## src/rtl/eth_tx_frame_gen.sv

```systemverilog
// AXI-Stream Ethernet frame source for the 1G MAC TX path (no FCS; the MAC appends it).
// Frames carry fixed MACs/EtherType, a 16-bit sequence number and a counting payload.
module eth_tx_frame_gen #(
    parameter logic [47:0] DST_MAC   = 48'hFFFF_FFFF_FFFF,
    parameter logic [47:0] SRC_MAC   = 48'h0200_0000_0001,
    parameter logic [15:0] ETHERTYPE = 16'h88B5,
    parameter int unsigned MIN_LEN   = 60,
    parameter int unsigned MAX_LEN   = 1514
) (
    input  logic        clock125,
    input  logic        reset,
    input  logic        start,
    input  logic        stop,
    input  logic [15:0] frame_count,
    input  logic [10:0] frame_len,
    input  logic [7:0]  gap_cycles,
    output logic [7:0]  tx_axis_tdata,
    output logic        tx_axis_tkeep,
    output logic        tx_axis_tvalid,
    input  logic        tx_axis_tready,
    output logic        tx_axis_tlast,
    output logic        tx_axis_tuser,
    output logic        busy,
    output logic [31:0] frames_sent
);

    localparam logic [10:0]  MIN_L = 11'(MIN_LEN);
    localparam logic [10:0]  MAX_L = 11'(MAX_LEN);
    localparam logic [111:0] HDR   = {DST_MAC, SRC_MAC, ETHERTYPE};

    typedef enum logic [1:0] {
        IDLE,
        FRAME,
        GAP
    } state_t;

    state_t      state, state_next;
    logic [10:0] idx;
    logic [10:0] len;
    logic [10:0] len_clamped;
    logic [15:0] count_lat;
    logic [15:0] run_cnt;
    logic [15:0] run_next;
    logic [15:0] seq;
    logic [7:0]  gap_left;
    logic        done_pending;
    logic        done_now;
    logic        beat;
    logic        last_beat;
    logic        load_frame;
    logic [3:0]  hidx;
    logic [10:0] pay_off;
    logic [7:0]  byte_sel;

    always_comb begin
        if (frame_len < MIN_L)
            len_clamped = MIN_L;
        else if (frame_len > MAX_L)
            len_clamped = MAX_L;
        else
            len_clamped = frame_len;
    end

    assign tx_axis_tvalid = (state == FRAME);
    assign tx_axis_tlast  = tx_axis_tvalid && (idx == len - 11'd1);
    assign tx_axis_tdata  = tx_axis_tvalid ? byte_sel : '0;
    assign tx_axis_tkeep  = 1'b1;
    assign tx_axis_tuser  = 1'b0;
    assign busy           = (state != IDLE);

    assign beat      = tx_axis_tvalid && tx_axis_tready;
    assign last_beat = beat && tx_axis_tlast;
    assign run_next  = run_cnt + 16'd1;
    assign done_now  = stop || ((count_lat != '0) && (run_next == count_lat));

    // Header bytes are picked out of one concatenated constant, MSB byte first.
    always_comb begin
        hidx    = (idx < 11'd14) ? idx[3:0] : 4'd13;
        pay_off = idx - 11'd16;
        if (idx < 11'd14)
            byte_sel = HDR[{4'd13 - hidx, 3'b000} +: 8];
        else if (idx == 11'd14)
            byte_sel = seq[15:8];
        else if (idx == 11'd15)
            byte_sel = seq[7:0];
        else
            byte_sel = seq[7:0] + pay_off[7:0];
    end

    always_comb begin
        state_next = state;
        case (state)
            IDLE: begin
                if (start && !stop)
                    state_next = FRAME;
            end
            FRAME: begin
                if (last_beat) begin
                    if (gap_cycles != '0)
                        state_next = GAP;
                    else if (done_now)
                        state_next = IDLE;
                    else
                        state_next = FRAME;
                end
            end
            GAP: begin
                if (gap_left == 8'd1)
                    state_next = (done_pending || stop) ? IDLE : FRAME;
            end
            default: state_next = IDLE;
        endcase
        load_frame = (state_next == FRAME) && ((state != FRAME) || last_beat);
    end

    always_ff @(posedge clock125 or posedge reset) begin
        if (reset) begin
            state        <= IDLE;
            idx          <= '0;
            len          <= MIN_L;
            count_lat    <= '0;
            run_cnt      <= '0;
            seq          <= '0;
            gap_left     <= '0;
            done_pending <= 1'b0;
            frames_sent  <= '0;
        end else begin
            state <= state_next;

            if (load_frame) begin
                idx <= '0;
                len <= len_clamped;
            end else if (beat) begin
                idx <= idx + 11'd1;
            end

            if (state == IDLE && state_next == FRAME) begin
                count_lat <= frame_count;
                run_cnt   <= '0;
            end else if (last_beat) begin
                run_cnt <= run_next;
            end

            // done is decided at the last beat, but a stop seen during the gap still ends the run.
            if (last_beat) begin
                frames_sent  <= frames_sent + 32'd1;
                seq          <= seq + 16'd1;
                gap_left     <= gap_cycles;
                done_pending <= done_now;
            end else if (state == GAP) begin
                gap_left <= gap_left - 8'd1;
                if (stop)
                    done_pending <= 1'b1;
            end
        end
    end

endmodule

```

## config.mk

```make
export PLATFORM = sky130hd
export DESIGN_NAME = eth_tx_frame_gen
export DESIGN_NICKNAME = d
export VERILOG_FILES = /design/src/rtl/eth_tx_frame_gen.sv
export SDC_FILE = /design/constraint.sdc
export NUM_CORES = 1
export LEC_CHECK = 0
export ABC_AREA = 1
export CAP_MARGIN = 5
export CORE_AREA = 2 2 125 127
export DETAILED_ROUTE_END_ITERATION = 6
export DIE_AREA = 0 0 127 129
export PLACE_DENSITY = 0.84
export SYNTH_ARGS = -nofsm -noshare
export SYNTH_HDL_FRONTEND = slang
export SYNTH_SLANG_ARGS = --single-unit
```

## constraint.sdc

```tcl
create_clock -name clock125 -period 4.4 [get_ports clock125]
set_input_delay 1.32 -clock clock125 [delete_from_list [all_inputs] [get_ports clock125]]
set_output_delay 1.32 -clock clock125 [all_outputs]
set_load 0.1 [all_outputs]
```

# Word-level counts from Yosys, hierarchy flattened
# Cells that the tools add are included.
[totals] wordCells=74 out_inout_bits=45 register_bits=113 input_bits=40
[op_classes] shifts=1 n_eq_ne=9 n_mux=23 reduce_logical=20 n_addsub=9 magnitude_cmp=3
[ops] operator="$shiftx 112x8->8 const A" count=1
[ops] operator="$mux 8" count=6
[ops] operator="$mux 11" count=4
[ops] operator="$add 16x1->16 const B" count=2
[ops] operator="$add 32x1->32 const B" count=1
[ops] operator="$mux 16" count=2
[ops] operator="$eq 11x4->1 const B" count=2
[ops] operator="$eq 16x16->1" count=1
[ops] operator="$reduce_bool 16->1" count=1
[ops] operator="$add 11x1->11 const B" count=1
[ops] operator="$eq 11x11->1" count=1
[ops] operator="$gt 11x11->1 const B" count=1
[ops] operator="$lt 11x4->1 const B" count=1
[ops] operator="$lt 11x6->1 const B" count=1
[ops] operator="$sub 11x1->11 const B" count=1
[ops] operator="$reduce_bool 2->1" count=5
[ops] operator="$add 8x8->8" count=1
[ops] operator="$eq 8x1->1 const B" count=1
[ops] operator="$mux 2" count=4
[ops] operator="$reduce_bool 8->1" count=1
[ops] operator="$sub 8x1->8 const B" count=1
[ops] operator="$sub 8x5->8 const B" count=1
[ops] operator="$logic_and 1x1->1" count=7
[ops] operator="$pmux 2 s3" count=1
[ops] operator="other kinds (10)" count=17

# Longest topological paths before layout
# Gate-level depths: netlist of run 1.
[depth] depth_word=11 depth_mapped=21

# Worst setup path after synthesis of run 1
# OpenSTA, ideal clock, no wires.
[synth_timing] kind="register -> output" startpoint="register state[1]" endpoint="output tx_axis_tlast" slack_ns=-1.283 required_ns=3.080 stages_incl_launch_ff=7 n_path_buf=0 arrival_time_ns=4.363 path_cell_list="dfrtp_1 > nor2_8 > nand3_1 > nor2_2 > nand4_1 > or2_2 > nor4_1"
[synth_between] elab_chain_cells=2
[synth_lines] element="start: declaration" line_no="37" source="state_t state, state_next;"
[synth_lines] element="start signal: assignment" line_no="128" source="state <= state_next;"
[synth_lines] element="$eq 2x1->1" line_no="64" source="assign tx_axis_tvalid = (state == FRAME);"
[synth_lines] element="net tx_axis_tvalid" line_no="19" source="output logic tx_axis_tvalid,"
[synth_lines] element="$logic_and 1x1->1" line_no="65" source="assign tx_axis_tlast = tx_axis_tvalid && (idx == len - 11'd1);"
[synth_lines] element="end: declaration" line_no="21" source="output logic tx_axis_tlast,"
# The timed path passes the listed nets, and every way through them passes these cells.

# Worst setup path after layout of run 1
[layout_timing] startpoint="register idx[10]" endpoint="output tx_axis_tdata[2]"
[layout_between] elab_chain_cells=6 elab_cells_between_ends=10
[layout_lines] element="start: declaration" line_no="38" source="logic [10:0] idx;"
[layout_lines] element="start signal: assignment" line_no="134" source="idx <= idx + 11'd1;"
[layout_lines] element="$lt 11x4->1" line_no="78, 80"
[layout_lines] element="$mux 4" line_no="78" source="hidx = (idx < 11'd14) ? idx[3:0] : 4'd13;"
[layout_lines] element="$sub 4x4->4" line_no="81" source="byte_sel = HDR[{4'd13 - hidx, 3'b000} +: 8];"
[layout_lines] element="$shiftx 112x8->8" line_no="81"
[layout_lines] element="$mux 8 (*)" line_no="80" source="if (idx < 11'd14)"
[layout_lines] element="$mux 8 (*)" line_no="66" source="assign tx_axis_tdata = tx_axis_tvalid ? byte_sel : '0;"
[layout_lines] element="end: declaration" line_no="17" source="output logic [7:0] tx_axis_tdata,"
# Every way passes the cells marked *; elsewhere a longest branch is shown, timed or not.

==> results of run 1 <==
[flip-flops by register name, summed over array words and instances (netlist names), 2 cells and up]
name and flops:
count_lat 16, len 11, run_cnt 16, gap_left 8
frames_sent 32, idx 11, seq 16, state 2
[through the flow]
stage	util [%]	cells
after floorplan	-	1011
after global placement	57.4	1264
after detailed placement	57.4	1264
after CTS	61.3	1299
after global routing	62.4	1312
final	62.4	1312
[layout make-up]
type | instances | area [um2]
Multi-Input combinational cell | 739 | 4140
Fill cell | 1263 | 5630
Clock buffer | 24 | 472
Sequential cell | 113 | 2840
Inverter | 133 | 504
Tap cell | 188 | 235
Clock inverter | 7 | 60.1
Timing Repair Buffer | 108 | 1090
[what timing repair did]
| item | in CTS | in global routing |
|---|---|---|
| setup buffers | 4 | 13 |
| gates resized for setup | 8 | 22 |
| endpoints found under the setup margin | 4 | 6 |
| pin swaps | 1 | 9 |
[kinds of logic after synthesis]
kind of cell / count (synthesis) / synth area share [%]
AOI/OAI and AO/OA: 116 / 9.24
xor gates and xnor gates: 71 / 8.30
adders and majority gates: 24 / 4.11
buffers and inverters: 159 / 8.80
DFF: 113 / 37.8
other: 2 / 0.100
and+or+nand+nor: 526 / 31.6
[path summary, 6_finish.rpt]
check                                   endpoint  slack [ns]  cells after the start
worst max-delay path            tx_axis_tdata[2]        0.13                     16
worst min-delay path                      len[1]        0.48                      2
worst max register to register   frames_sent[28]        1.41                     15
worst min register to register            len[1]        0.48                      2
max in group asynchronous                 len[3]        2.16                      3
min in group asynchronous           count_lat[1]        1.35                      2
[Yosys cell counts, types with 6 or more instances]
library cell / count
a21oi_1: 31
a21oi_2: 11
a31oi_1: 6
buf_2: 7
clkbuf_1: 9
dfrtp_1: 109
ha_1: 23
inv_1: 131
nand2_1: 272
nand3_1: 79
nand3b_1: 7
nand4_1: 28
nor2_1: 81
nor2_2: 7
nor3_1: 18
nor4_1: 14
o211ai_1: 7
o21ai_0: 46
xnor2_1: 23
xor2_1: 48
[cells in the final DEF, fill, tap and decap left out, types with 14 or more instances in the layout]
cell type,instances
clkdlybuf4s50_1,72
xor2_1,48
xnor2_1,23
nor3_1,17
dfrtp_1,102
clkbuf_16,17
o21ai_0,43
ha_1,19
a21oi_1,28
nor2_1,78
inv_1,126
nand3_1,79
nand4_1,28
buf_4,28
a21oi_2,14
nand2_1,270
[where the power goes]
| group | switching, W | internal [W] | leakage (nW) |
|---|---|---|---|
| Combinational | 0.00258 | 0.00136 | 2.66 |
| Clock | 0.000450 | 0.000793 | 0.267 |
| Sequential | 0.000213 | 0.00126 | 1.41 |
| Total | 0.00324 | 0.00342 | 4.34 |
[worst register-to-register path: stages (launching register included)]
cell and delay, ns:
dfrtp_1 0.41, inv_1 0.11, ha_1 0.28, nand2_2 0.13, nor2_1 0.15, nand2_1 0.10
nand3_1 0.16, nand3_1 0.09, nor2_1 0.12, nand3_2 0.26, buf_4 0.37, nor2_2 0.20
nand2_2 0.11, nor2_4 0.13, nand3_1 0.09, xnor2_1 0.14
[routing by layer]
metal	GRT usage [%]	share of wire (%)	wire, um
met1	30.2	43	8040
met2	39.7	48	9130
met3	4.12	6.1	1160
met4	10.3	2.9	549
met5	0	0	0
==> results.cfg, run 1 <==
[final_layout]
fin_area_um2 = 9340
insertedDiodeCount = 0
drive_gt1_share_pct = 12.2
syn_to_final_growth_pct = 24.7
final_nets = 1176

[logic_synthesis]
syn-num-nets = 1075
yosys_warnings = 0
netlist_instances = 1011
syn_area_um2 = 7490
syn_avg_cell_area_um2 = 7.41
synth.area.top_cells = dfrtp_1, nand2_1, inv_1, xor2_1, nand3_1
yosysTopAreaCell = dfrtp_1
synth_seq_area_share_pct = 37.8
ys_async_sr_fraction_pct = 100
yosysTopAreaCellShare_pct = 36.4
synth-main-ff-cell = dfrtp_1
synth_edf_count = 0
synthDistinctLibCells = 43
synth_seq_cells = 113

[floorplanning]
ios = 85
start_util_pct = 50.0
die_x_um = 127
fp.coreArea_um2 = 15000
die_h_um = 129
rows = 45
die-area_um2 = 16400

[clock_tree]
cts_tree = yes
clk_path_buf_depth = 2
cts_root_buffer = clkbuf_16
htreeDepth = 4
clock_latency_ns = 0.42
numCtsBuffers = 17
clock_sinks = 113
hold_buffers = 0
path_clk_slew_ns = 0.05

[global_routing]
antenna_found_initial = 0
grt_max_degree = 54
grt.overflow.total = 0
grt_usage_pct = 23.6
grt_pass1_wl_um = 31400
grt_pass1_vias = 6773

[timing]
finalSetupViolCount = 0
slew_viol_final = 0
tns_ns = 0
max_slew_margin_pct = 33.1
fin_ws_ns = 0.127
hold-worst-slack_ns = 0.478
fmax_ghz = 0.234
hold_viol_final = 0
worst_slew_pin_slew_ns = 1.00
skew_ns = 0.00602
fin_crit_sh_pct = 97.1
min_period_ns = 4.27

[worst_setup_path]
required_ns = 3.08
worstSetupPathType = register to output pin
crit_start = idx[10]
cpMostUsedCell = inv_1
path_buf_inv = 6
reg2reg_from = len[0]
cpMaxStageDelayCell = dfrtp_1
cp.arrival_ns = 2.95
path_cells = nor2_2, nand4_1, inv_1, nand2_2, inv_2, nand2_2, inv_1, ha_1, inv_1, ha_4, inv_1, a21oi_1, o21ai_1, o211ai_1, a31oi_2, buf_12
cp_slowest_stage_delay_ns = 0.41
critical_path.startpoint_type = register
critPathTopFamily = compound AO/OA/AOI/OAI gates
cp_max_fo = 4
crit_path_end_kind = output pin

[place]
gp_congestion = 0.927
placed_area_um2 = 8600
pre_cts_ws_ns = 0.255
place_hpwl_um = 13500
port-buffer-count = 82

[worst_hold_path]
worstHoldStart = len[1]
hp-class = register to register

[routing]
ant_nets = 0
drtIter0Drc = 676
totalWireLength_um = 18900
drt-wirelength-per-cell_um = 14.4
route.detailed.drc = 0
routed_via_density = 5.46
vias = 7161
first_pass_iters = 6

[power]
power_density_nw_per_um2 = 713
p_leak_nw = 4.34
p_total_w = 0.00666
ir_worst_vdd_uv = 1270

[job]
max_cap_violations = 0

[outcome]
status = completed
(Power assumes the default switching activity.)
==> inputs of run 2 (changes only) <==
--- a/config.mk
+++ b/config.mk
@@ -8,6 +8,7 @@
 export ABC_AREA = 1
 export CAP_MARGIN = 5
 export CORE_AREA = 2 2 125 127
+export CTS_CLUSTER_SIZE = 12
 export DETAILED_ROUTE_END_ITERATION = 6
 export DIE_AREA = 0 0 127 129
 export PLACE_DENSITY = 0.84
==> results of run 2 <==
Same layout as run 1: the final DEF is identical, and so are final timing and power.
